File: config.mk
export PLATFORM = sky130hd
export DESIGN_NAME = pipe_latch_elastic_flat
export DESIGN_NICKNAME = d
export VERILOG_FILES = /design/src/rtl/pipe_pkg.sv /design/src/rtl/pipe_latch_elastic_if.sv /design/src/rtl/pipe_slot_array.sv /design/src/rtl/pipe_latch_elastic.sv /design/src/flat_wrapper.sv
export SDC_FILE = /design/constraint.sdc
export NUM_CORES = 1
export LEC_CHECK = 0
export BUFFER_PORTS_ARGS = -buffer_cell sky130_fd_sc_hd__buf_2
export CORE_MARGIN = 3
export CORE_UTILIZATION = 56
export CTS_CLUSTER_SIZE = 20
export DETAILED_ROUTE_END_ITERATION = 12
export GPL_TIMING_DRIVEN = 0
export PLACE_DENSITY = 0.87
export SYNTH_ARGS = -nofsm -noshare
export SYNTH_HDL_FRONTEND = slang
export SYNTH_HIERARCHICAL = 1
export SYNTH_SLANG_ARGS = --single-unit
File: constraint.sdc
create_clock -name clock -period 9.76 [get_ports clock]
set_input_delay 0.976 -clock clock [delete_from_list [all_inputs] [get_ports clock]]
set_output_delay 0.976 -clock clock [all_outputs]
set_load 0.05 [all_outputs]
File: src/rtl/pipe_pkg.sv
// Shared definitions for the elastic pipeline latches: default bundle widths,
// the bubble control word and the EX/M/WB control field layout.
package pipe_pkg;

  localparam int DATA_W_DEF = 32;
  localparam int CTRL_W_DEF = 8;

  // Control bundle layout, most significant field first: {ex, m, wb}
  localparam int CTRL_EX_W = 4;
  localparam int CTRL_M_W  = 2;
  localparam int CTRL_WB_W = 2;

  localparam logic [CTRL_W_DEF-1:0] CTRL_NOP = '0;

  function automatic logic [CTRL_W_DEF-1:0] pack_ctrl(
    input logic [CTRL_EX_W-1:0] ex,
    input logic [CTRL_M_W-1:0]  m,
    input logic [CTRL_WB_W-1:0] wb
  );
    return {ex, m, wb};
  endfunction

endpackage

File: src/rtl/pipe_latch_elastic_if.sv
// Handshake bundle between two pipeline stages through one elastic latch.
interface pipe_latch_elastic_if #(
  parameter int DATA_W = 32,
  parameter int CTRL_W = 8
);
  // A transfer happens on an edge where valid and ready are both high; valid
  // must not wait on ready, and the producer holds its bundle until it is taken.
  logic              in_valid;
  logic              in_ready;
  logic [DATA_W-1:0] in_data;
  logic [CTRL_W-1:0] in_ctrl;
  logic              out_valid;
  logic              out_ready;
  logic [DATA_W-1:0] out_data;
  logic [CTRL_W-1:0] out_ctrl;

  modport slave (
    input  in_valid, in_data, in_ctrl, out_ready,
    output in_ready, out_valid, out_data, out_ctrl
  );

  modport master (
    output in_valid, in_data, in_ctrl, out_ready,
    input  in_ready, out_valid, out_data, out_ctrl
  );
endinterface

File: src/rtl/pipe_slot_array.sv
// DEPTH x W register array: one synchronous write port, one asynchronous read port.
module pipe_slot_array #(
  parameter int DEPTH = 2,
  parameter int W     = 40,
  parameter int PTR_W = 1
) (
  input  logic             clock,
  input  logic             we,
  input  logic [PTR_W-1:0] waddr,
  input  logic [W-1:0]     wdata,
  input  logic [PTR_W-1:0] raddr,
  output logic [W-1:0]     rdata
);

  logic [W-1:0] mem [DEPTH];

  always_ff @(posedge clock) begin
    if (we) mem[waddr] <= wdata;
  end

  assign rdata = mem[raddr];

endmodule

File: src/rtl/pipe_latch_elastic.sv
// Elastic pipeline latch: DEPTH-entry FIFO with valid/ready, flush and bubble
// insertion. Define PIPE_STALL_CNT_EN to add the saturating stall_cnt output.
module pipe_latch_elastic
  import pipe_pkg::*;
#(
  parameter int DATA_W = DATA_W_DEF,
  parameter int CTRL_W = CTRL_W_DEF,
  parameter int DEPTH  = 2,
  parameter int CNT_W  = 16
) (
  input  logic                       clock,
  input  logic                       reset,
  input  logic                       flush,
  pipe_latch_elastic_if.slave        bus,
`ifdef PIPE_STALL_CNT_EN
  output logic [CNT_W-1:0]           stall_cnt,
`endif
  output logic [$clog2(DEPTH+1)-1:0] occupancy
);

  localparam int OCC_W = $clog2(DEPTH + 1);
  localparam int PTR_W = (DEPTH > 1) ? $clog2(DEPTH) : 1;
  localparam int SLOT_W = CTRL_W + DATA_W;

  logic [PTR_W-1:0]  wr_ptr;
  logic [PTR_W-1:0]  rd_ptr;
  logic              push;
  logic              pop;
  logic [SLOT_W-1:0] head;

  function automatic logic [PTR_W-1:0] ptr_next(input logic [PTR_W-1:0] p);
    return (p == PTR_W'(DEPTH - 1)) ? '0 : p + PTR_W'(1);
  endfunction

  // in_ready depends only on registered occupancy, never on out_ready
  assign bus.in_ready  = (occupancy != OCC_W'(DEPTH));
  assign bus.out_valid = (occupancy != '0);

  assign push = bus.in_valid & bus.in_ready & ~flush;
  assign pop  = bus.out_valid & bus.out_ready & ~flush;

  always_ff @(posedge clock) begin
    if (reset || flush) begin
      wr_ptr    <= '0;
      rd_ptr    <= '0;
      occupancy <= '0;
    end else begin
      if (push) wr_ptr <= ptr_next(wr_ptr);
      if (pop)  rd_ptr <= ptr_next(rd_ptr);
      case ({push, pop})
        2'b10:   occupancy <= occupancy + OCC_W'(1);
        2'b01:   occupancy <= occupancy - OCC_W'(1);
        default: occupancy <= occupancy;
      endcase
    end
  end

  pipe_slot_array #(
    .DEPTH (DEPTH),
    .W     (SLOT_W),
    .PTR_W (PTR_W)
  ) u_slots (
    .clock (clock),
    .we    (push & ~reset),
    .waddr (wr_ptr),
    .wdata ({bus.in_ctrl, bus.in_data}),
    .raddr (rd_ptr),
    .rdata (head)
  );

  // Stale slot contents are masked so an empty latch always emits a bubble
  always_comb begin
    bus.out_data = '0;
    bus.out_ctrl = CTRL_W'(CTRL_NOP);
    if (bus.out_valid) begin
      bus.out_data = head[DATA_W-1:0];
      bus.out_ctrl = head[SLOT_W-1:DATA_W];
    end
  end

`ifdef PIPE_STALL_CNT_EN
  // Counts head-blocked cycles; survives flush so stall statistics persist
  always_ff @(posedge clock) begin
    if (reset) begin
      stall_cnt <= '0;
    end else if (bus.out_valid && !bus.out_ready && !(&stall_cnt)) begin
      stall_cnt <= stall_cnt + CNT_W'(1);
    end
  end
`endif

endmodule

File: src/flat_wrapper.sv
// flat-port wrapper written by rule: the top's interface ports become plain ports
module pipe_latch_elastic_flat import pipe_pkg::*;
#(
  parameter int DATA_W = DATA_W_DEF,
  parameter int CTRL_W = CTRL_W_DEF,
  parameter int DEPTH  = 2,
  parameter int CNT_W  = 16
)
  (clock, reset, flush, occupancy, bus_in_valid, bus_in_data, bus_in_ctrl, bus_out_ready, bus_in_ready, bus_out_valid, bus_out_data, bus_out_ctrl);
  pipe_latch_elastic_if #(.DATA_W(DATA_W), .CTRL_W(CTRL_W)) bus_i ();
  input  logic clock;
  input  logic reset;
  input  logic flush;
  output logic [$clog2(DEPTH+1)-1:0] occupancy;
  input wire logic [$bits(bus_i.in_valid)-1:0] bus_in_valid;
  input wire logic [$bits(bus_i.in_data)-1:0] bus_in_data;
  input wire logic [$bits(bus_i.in_ctrl)-1:0] bus_in_ctrl;
  input wire logic [$bits(bus_i.out_ready)-1:0] bus_out_ready;
  output wire logic [$bits(bus_i.in_ready)-1:0] bus_in_ready;
  output wire logic [$bits(bus_i.out_valid)-1:0] bus_out_valid;
  output wire logic [$bits(bus_i.out_data)-1:0] bus_out_data;
  output wire logic [$bits(bus_i.out_ctrl)-1:0] bus_out_ctrl;
  assign bus_i.in_valid = bus_in_valid;
  assign bus_i.in_data = bus_in_data;
  assign bus_i.in_ctrl = bus_in_ctrl;
  assign bus_i.out_ready = bus_out_ready;
  assign bus_in_ready = bus_i.in_ready;
  assign bus_out_valid = bus_i.out_valid;
  assign bus_out_data = bus_i.out_data;
  assign bus_out_ctrl = bus_i.out_ctrl;
  pipe_latch_elastic #(.DATA_W(DATA_W), .CTRL_W(CTRL_W), .DEPTH(DEPTH), .CNT_W(CNT_W)) u_core (.clock(clock), .reset(reset), .flush(flush), .bus(bus_i), .occupancy(occupancy));
endmodule
After elaboration in Yosys (flattened, before gate mapping)
Memories as Yosys holds them, arrays and structs flattened. A register that Yosys moved wholly into a read port is not among the register bits.
Index checks and enable logic that the tools add are counted.

storage, ports and cells
  input port bits = 45
  output and inout port bits = 44
  memories = 1
  register bits after elaboration = 4
  memory bits (writable) = 80
  word-level logic and storage cells = 30

cells by class
  add/sub/neg operators = 4
  bitwise operators = 7
  equal/unequal tests = 3
  reductions and logical operators = 3
  mux-type cells = 9

memories
  memory              depth  bits a word  rd ports  clocked after memory_dff  wr ports  line                   RTL
  u_core.u_slots.mem  2      40           1         1                         1         pipe_slot_array.sv:15  logic [W-1:0] mem [DEPTH];

operators with widths
  cell                                                  count
  2-to-1 mux 32 bit                                     1
  2-to-1 mux 8 bit                                      1
  2-to-1 mux 1 bit                                      6
  AND 1 bit                                             5
  case mux 2 bit (2 select lines)                       1
  nonzero test 2 bit                                    2
  adder 1 bit (second input constant)                   2
  adder 2 x 1 -> 2 bit (second input constant)          1
  equality test 2 x 1 -> 1 bit (second input constant)  1
  equality test 2 bit (second input constant)           1
  != test 2 bit (second input constant)                 1
  inverter 1 bit                                        2
  subtractor 2 x 1 -> 2 bit (second input constant)     1
  logical OR 1 bit                                      1

Logic depth before layout (Yosys ltp)
Gate-level depths: netlist (run 1).

  depth in word-level cells = 6
  depth in mapped cells = 6
  depth with buffers taken out = 6

Modules after synthesis
The synthesis (run 1) kept the hierarchy.

modules (own cells, without submodules)
  module              instances  seq. area each (um^2)  cells an instance  area an instance (um^2)
  pipe_slot_array     1          2402.3                 126                2910.3
  pipe_latch_elastic  1          80.1                   70                 471.7

Worst setup path after synthesis (run 1)
No wires, ideal clock.

  path kind = input port to flip-flop
  start point = in flush
  end point = mem u_core.u_slots.mem[0][0] (enable)
  required time = 9.318 ns
  stages = 3
  buffers on the path = 0
  arrival time = 3.282 ns
  path slack = 6.037 ns
  cell sequence = or2_2 nor3_1 nor2b_1

between the ends
  longest elaborated chain between the ends = 5

RTL lines
  element                                 line                      RTL
  start, declared                         flat_wrapper.sv:13        input logic flush;
  inverter 1 bit                          pipe_latch_elastic.sv:39  assign push = bus.in_valid & bus.in_ready & ~flush;
  AND 1 bit                               pipe_latch_elastic.sv:39
  AND 1 bit                               pipe_latch_elastic.sv:64  .we (push & ~reset),
  2-to-1 mux 1 bit                        pipe_slot_array.sv:18     if (we) mem[waddr] <= wdata;
  2-to-1 mux 1 bit (not written as such)  pipe_slot_array.sv:18
  end, declared                           pipe_slot_array.sv:15

No other way between the ends.

Worst setup path in the final report (run 1)
  start point = reg u_core.occupancy[0]
  end point = out bus_out_data[9]

between the ends
  longest elaborated chain between the ends = 2

RTL lines
  element                 line                      RTL
  start, declared         pipe_latch_elastic.sv:18  output logic [$clog2(DEPTH+1)-1:0] occupancy
  start signal, assigned  pipe_latch_elastic.sv:51  2'b10: occupancy <= occupancy + OCC_W'(1);
  start signal, assigned  pipe_latch_elastic.sv:52  2'b01: occupancy <= occupancy - OCC_W'(1);
  start signal, assigned  pipe_latch_elastic.sv:53  default: occupancy <= occupancy;
  nonzero test 2 bit      pipe_latch_elastic.sv:37  assign bus.out_valid = (occupancy != '0);
  2-to-1 mux 32 bit       pipe_latch_elastic.sv:75  if (bus.out_valid) begin
  end, declared           flat_wrapper.sv:21        output wire logic [$bits(bus_i.out_data)-1:0] bus_out_data;

No other way between the ends.

==> impl_metrics.env, run 1 <==
export IMPL_switchingPower_uw=152
export IMPL_ctsResizeCount=0
export IMPL_chipWidth_microns=83.7
export IMPL_drive_gt1_frac=0.497
export IMPL_slew_violations=0
export IMPL_synth_cell_types=17
export IMPL_drc=0
export IMPL_worst_path_max_fanout=10
export IMPL_hold_violations=0
export IMPL_tightest_slew_ps=675
export IMPL_critPathTopFamily="buffers and inverters"
export IMPL_die_h_microns=83.7
export IMPL_dieArea_sq_mm=0.00701
export IMPL_final_cell_mix="buf_2, edfxtp_1, nor2b_1, mux2_2, clkbuf_8"
export IMPL_timing_rr_end="u_core/u_slots/mem[0][24]$_DFFE_PP_"
export IMPL_slew_limit_headroom=0.549
export IMPL_pwr_share_clk=0.334
export IMPL_maxCapViolCount=0
export IMPL_p_leak_uw=0.00159
export IMPL_drtIter0Drc=76
export IMPL_grt_overflow=0
export IMPL_cts_tree="done"
export IMPL_post_synth_top_area_fraction=0.710
export IMPL_max_stage_delay_ps=470
export IMPL_avgSynthCellArea_sq_um=17.3
export IMPL_min_path_type="reg -> reg"
export IMPL_hpwl_microns=4240
export IMPL_synthesis_area_sq_mm=0.00338
export IMPL_critPathSlowestCell="clkbuf_1"
export IMPL_grt_pass1_vias=2076
export IMPL_netlist_instances=196
export IMPL_hold_buffers=0
export IMPL_vias_per_cell=5.20
export IMPL_clock_sinks=84
export IMPL_routedWlPerCell_microns=16.6
export IMPL_crit_arrival_ps=1840
export IMPL_seq_power_share=0.585
export IMPL_area_delta_synth_final_pct=23.0
export IMPL_grtUsageMet2=0.321
export IMPL_drt_pre_antenna_iters=4
export IMPL_crit_chain="nor2_1, clkbuf_1, nor2b_1, buf_2"
export IMPL_grt_max_degree=23
export IMPL_grt_use_met3=0.0454
export IMPL_clk_path_buf_depth=2
export IMPL_min_from="u_core/occupancy[1]$_SDFFE_PP0P_"
export IMPL_cp_end_kind="output port"
export IMPL_hold_path_end="u_core/occupancy[1]$_SDFFE_PP0P_"
export IMPL_r2r_start="u_core/occupancy[0]$_SDFFE_PP0P_"
export IMPL_final_nets=343
export IMPL_status="finished, final reports clean"
export IMPL_ctsHtreeMaxLevel=3
export IMPL_row_count=27
export IMPL_core_area_sq_mm=0.00568
export IMPL_ys_ff_latch=84
export IMPL_utilization=0.733
export IMPL_fillers=363
export IMPL_routed_wl_microns=6200
export IMPL_p_per_area_mw_per_mm2=166
export IMPL_final_common_cell="buf_2"
export IMPL_antenna_found_initial=0
export IMPL_r2r_slack_ps=7680
export IMPL_period_needed_ps=2820
export IMPL_p_sw_frac=0.220
export IMPL_via_count=1944
export IMPL_required_ps=8780
export IMPL_rr_worst_depth=4
export IMPL_use_met1=0.226
export IMPL_clock_skew_ps=11.3
export IMPL_syn_num_nets=242
export IMPL_post_cts_buffers=0
export IMPL_yosysTopAreaCell="edfxtp_1"
export IMPL_path_buf_inv=2
export IMPL_timing_fmax_mhz=355
export IMPL_rsz0062_at_grt="no"
export IMPL_synthTopCellsByArea="edfxtp_1, mux2_2, nor2b_1"
export IMPL_yosys_warnings=6
export IMPL_period_share=0.289
export IMPL_antennaDiodeCount=0
export IMPL_synth_seq_area_share=0.734
export IMPL_io_buffer_count=88
export IMPL_setup_tns_ps=0
export IMPL_ant_nets=0
export IMPL_p_int_uw=538
export IMPL_setup_viol=0
export IMPL_grt_pass1_wl_microns=10100
export IMPL_boundaryPins=89
export IMPL_clock_latency_ps=340
export IMPL_criticalPathCategory="reg -> out"
export IMPL_root_buffer="clkbuf_8"
export IMPL_cts_buffers=9
export IMPL_place_gp_congestion=0.783
export IMPL_critPathLaunchType="register"
export IMPL_clkSlewWorstSetupHoldPaths_ps=80
export IMPL_p_comb_frac=0.081
export IMPL_vdd_ir_drop_max_uv=118
export IMPL_hold_path_depth=2
export IMPL_grtUsageTotal=0.188
export IMPL_start_util=0.596
export IMPL_busiest_layer="met2"
flip-flops by register name (all words and copies together), names as in the netlist:
name and flops:
u_core/occupancy 2, u_core/wr_ptr 1, u_core/rd_ptr 1, u_core/u_slots/mem 80
cells in the mapped netlist:
master	instances
or2_2	1
a21oi_1	2
nor2b_1	42
or3_1	3
ha_1	1
inv_1	3
edfxtp_1	80
and2_1	1
nor3_1	1
mux2_2	40
clkbuf_1	4
xor2_1	2
nor2_1	4
xnor2_1	1
dfxtp_1	4
o21ai_0	3
buf_6	4
metal layers:
layer	vias to the layer above	wire, microns
met4	0	90
met1	930	2500
li1	921	-
met5	-	0
met2	83	3170
met3	10	431
tightest hold or removal path: stages, from the launching register on:
cell and delay, ps:
dfxtp_1 350, o21ai_0 90, a21oi_1 70
power groups by stage:
stage          sequential [uW]  clock, uW  combinational (uW)
6_report                   403        231                56.1
5_1_grt                    404        251                60.1
4_1_cts                    404        234                56.6
3_5_place_dp               412          0                56.2
3_3_place_gp               412          0                53.0
2_1_floorplan              412          0                34.1
layout make-up:
type,count,area (sq um),share of cell area
Buffer,8,60.1,0.0144
Clock buffer,11,131,0.0316
Multi-Input combinational cell,101,837,0.201
Tap cell,72,90.1,0.0217
Sequential cell,84,2480,0.597
Clock inverter,5,52.6,0.0126
Inverter,3,11.3,0.00271
Timing Repair Buffer,90,495,0.119
metrics by stage:
| stage | instance area [sq um] | power [uW] | hold WS (ps) | std cells | setup slack (ps) |
|---|---|---|---|---|---|
| after global routing | 4160 | 715 | 597 | 374 | 6800 |
| after global placement | 3910 | 465 | 475 | 356 | 4980 |
| after CTS | 4160 | 694 | 549 | 374 | 6910 |
| after detailed placement | 3980 | 468 | 539 | 358 | 6900 |
| after floorplan | 3380 | 446 | 466 | 196 | 6040 |
| final | 4160 | 690 | 557 | 374 | 6940 |
how the worst max path moves through the flow:
stage | start | end | slack [ps] | depth (start not counted)
finish | u_core/occupancy[0]$_SDFFE_PP0P_ | bus_out_data[9] | 6940 | 4
CTS | u_core/occupancy[0]$_SDFFE_PP0P_ | bus_out_data[9] | 6910 | 4
detailed placement | flush | u_core/u_slots/mem[0][8]$_DFFE_PP_ | 6900 | 5
global placement | flush | u_core/u_slots/mem[0][12]$_DFFE_PP_ | 4980 | 4
global route | u_core/occupancy[0]$_SDFFE_PP0P_ | bus_out_ctrl[5] | 6800 | 4
floorplan | flush | u_core/u_slots/mem[0][0]$_DFFE_PP_ | 6040 | 3
kinds of logic after synthesis:
group                      share of synthesized area
xor gates and xnor gates                     0.00777
buffers and inverters                         0.0211
AOI/OAI and AO/OA                            0.00740
adders and majority gates                    0.00370
muxes                                          0.133
and+or+nand+nor                               0.0929
DFF                                            0.734
Note: power is estimated with default switching activity, not from simulation.
==> run 2: changes to the inputs <==
CORE_UTILIZATION = 52   (was 56)
PLACE_DENSITY = 0.82   (was 0.87)
clock period = 2.8 ns   (was 9.76 ns; I/O delays follow)
==> run 2 against run 1 <==
  * Global-route usage fell by 1.9 points
  * Combinational power rose to 3.4 times the previous value
  * Via count fell by 1.2%
  * Final area rose by 0.45%
  * Die area rose by 7.1%
  * Register-to-register slack got worse by 6800 ps
  * Count of clock-buffer cells in the layout fell by 1
  * Clock skew fell by 7.0 ps
  * Largest cell class unchanged
==> impl_metrics.env, run 2 (synthesis results as in run 1) <==
export IMPL_p_leak_uw=0.00159
export IMPL_place_gp_congestion=0.673
export IMPL_cp_end_kind="output port"
export IMPL_status="finished, final reports clean"
export IMPL_ctsHtreeMaxLevel=3
export IMPL_start_util=0.555
export IMPL_p_per_area_mw_per_mm2=595
export IMPL_core_area_sq_mm=0.00610
export IMPL_drive_gt1_frac=0.493
export IMPL_routedWlPerCell_microns=15.7
export IMPL_cts_tree="done"
export IMPL_cts_buffers=9
export IMPL_final_common_cell="buf_2"
export IMPL_crit_chain="nor2_1, clkbuf_1, nor2b_1, buf_2"
export IMPL_chipWidth_microns=86.6
export IMPL_reg_top3="u_core/u_slots/mem: 80 flops, u_core/occupancy: 2 flops"
export IMPL_p_int_uw=1960
export IMPL_slew_limit_headroom=0.648
export IMPL_area_delta_synth_final_pct=23.6
export IMPL_drtIter0Drc=94
export IMPL_grt_pass1_vias=2022
export IMPL_finalWorstSetupSlack_ps=707
export IMPL_final_nets=343
export IMPL_root_buffer="clkbuf_8"
export IMPL_timing_rr_end="u_core/u_slots/mem[1][16]$_DFFE_PP_"
export IMPL_ctsResizeCount=0
export IMPL_antennaDiodeCount=0
export IMPL_boundaryPins=89
export IMPL_clock_latency_ps=330
export IMPL_die_h_microns=86.6
export IMPL_row_count=28
export IMPL_clock_sinks=84
export IMPL_top_register="u_core/u_slots/mem"
export IMPL_place_area_sq_mm=0.00397
export IMPL_crit_arrival_ps=1810
export IMPL_vias_per_cell=5.09
export IMPL_final_cell_mix="buf_2, edfxtp_1, nor2b_1, mux2_2, clkbuf_8"
export IMPL_regArea_sq_mm=0.00248
export IMPL_rsz0062_at_grt="no"
export IMPL_rr_worst_depth=4
export IMPL_critPathSlowestCell="clkbuf_1"
export IMPL_criticalPathCategory="reg -> out"
export IMPL_period_needed_ps=2090
export IMPL_seq_power_share=0.566
export IMPL_pre_cts_slack_ps=787
export IMPL_vdd_ir_drop_max_uv=421
export IMPL_switchingPower_uw=524
export IMPL_period_share=0.747
export IMPL_hold_violations=0
export IMPL_final_area_sq_mm=0.00418
export IMPL_routed_wl_microns=5930
export IMPL_setup_viol=0
export IMPL_r2r_start="u_core/occupancy[0]$_SDFFE_PP0P_"
export IMPL_hold_ws_ps=130
export IMPL_critPathLaunchType="register"
export IMPL_hold_path_end="u_core/u_slots/mem[1][24]$_DFFE_PP_"
export IMPL_grt_overflow=0
export IMPL_slew_violations=0
export IMPL_multi_input_area_sq_um=837
export IMPL_hold_path_depth=1
export IMPL_min_path_type="in -> reg"
export IMPL_min_from="bus_in_data[24]"
export IMPL_maxCapViolCount=0
export IMPL_p_sw_frac=0.211
export IMPL_io_buffer_count=88
export IMPL_clock_skew_ps=4.27
export IMPL_largest_reg_flops=80
export IMPL_p_comb_frac=0.078
export IMPL_r2r_slack_ps=880
export IMPL_antenna_found_initial=0
export IMPL_tightest_slew_ps=528
export IMPL_hpwl_microns=4010
export IMPL_fillers=457
export IMPL_hold_buffers=0
export IMPL_clkSlewWorstSetupHoldPaths_ps=80
export IMPL_drt_pre_antenna_iters=4
export IMPL_max_stage_delay_ps=450
export IMPL_pwr_share_clk=0.357
export IMPL_via_count=1920
export IMPL_worst_path_max_fanout=10
export IMPL_ant_nets=0
export IMPL_grtUsageTotal=0.169
export IMPL_required_ps=2520
export IMPL_drc=0
export IMPL_grt_max_degree=32
export IMPL_setup_tns_ps=0
export IMPL_dieArea_sq_mm=0.00751
export IMPL_post_cts_buffers=0
export IMPL_clk_path_buf_depth=2
export IMPL_timing_fmax_mhz=478
export IMPL_grt_pass1_wl_microns=9420
==> run 2: worst max-delay path by stage <==
stage / cells past startpoint / end / start / slack [ps]
final: 4 / bus_out_data[18] / u_core/occupancy[0]$_SDFFE_PP0P_ / 710
after global routing: 4 / bus_out_data[3] / u_core/occupancy[0]$_SDFFE_PP0P_ / 520
after CTS: 4 / bus_out_data[18] / u_core/occupancy[0]$_SDFFE_PP0P_ / 640
after detailed placement: 5 / u_core/u_slots/mem[1][12]$_DFFE_PP_ / flush / 790
after global placement: 4 / u_core/u_slots/mem[0][34]$_DFFE_PP_ / flush / -220
after floorplan: 3 / u_core/u_slots/mem[0][0]$_DFFE_PP_ / u_core/occupancy[0]$_SDFFE_PP0P_ / 200
==> run 2: power groups by stage <==
stage / clock [uW] / combinational, uW / sequential (uW)
2_1_floorplan: 0 / 119 / 1440
3_5_place_dp: 0 / 195 / 1430
3_3_place_gp: 0 / 185 / 1430
4_1_cts: 907 / 196 / 1410
6_report: 887 / 193 / 1410
5_1_grt: 975 / 207 / 1410
==> run 2: through the flow <==
| step | instances | power [uW] | util |
|---|---|---|---|
| finish | 377 | 2490 | 0.686 |
| CTS | 377 | 2510 | 0.686 |
| global route | 377 | 2590 | 0.686 |
| detailed placement | 361 | 1630 | 0.652 |
| global placement | 359 | 1620 | 0.643 |
| floorplan | 196 | 1560 | - |
==> run 2: layout make-up <==
cell class / instances / area share
well taps: 75 / 0.0225
clock inverters: 6 / 0.0189
repair buffers: 90 / 0.117
multi-input cells: 101 / 0.200
inverters: 3 / 0.00269
plain buffers: 8 / 0.0144
flip-flops and latches: 84 / 0.594
clock buffers: 10 / 0.0305
==> run 2: routing by layer <==
layer  vias to the layer above  wire length [microns]  GRT usage
li1                        924                      -          -
met1                       931                   2400      0.194
met2                        57                   3120      0.293
met3                         8                    323     0.0532
met4                         0                     95     0.0680
met5                         -                      0          0
==> run 2: critical path, delay by kind of cell (launching register included) <==
kind / cells / cell delay (ps)
buffers and inverters: 2 / 680
DFF: 1 / 380
and+or+nand+nor: 2 / 420
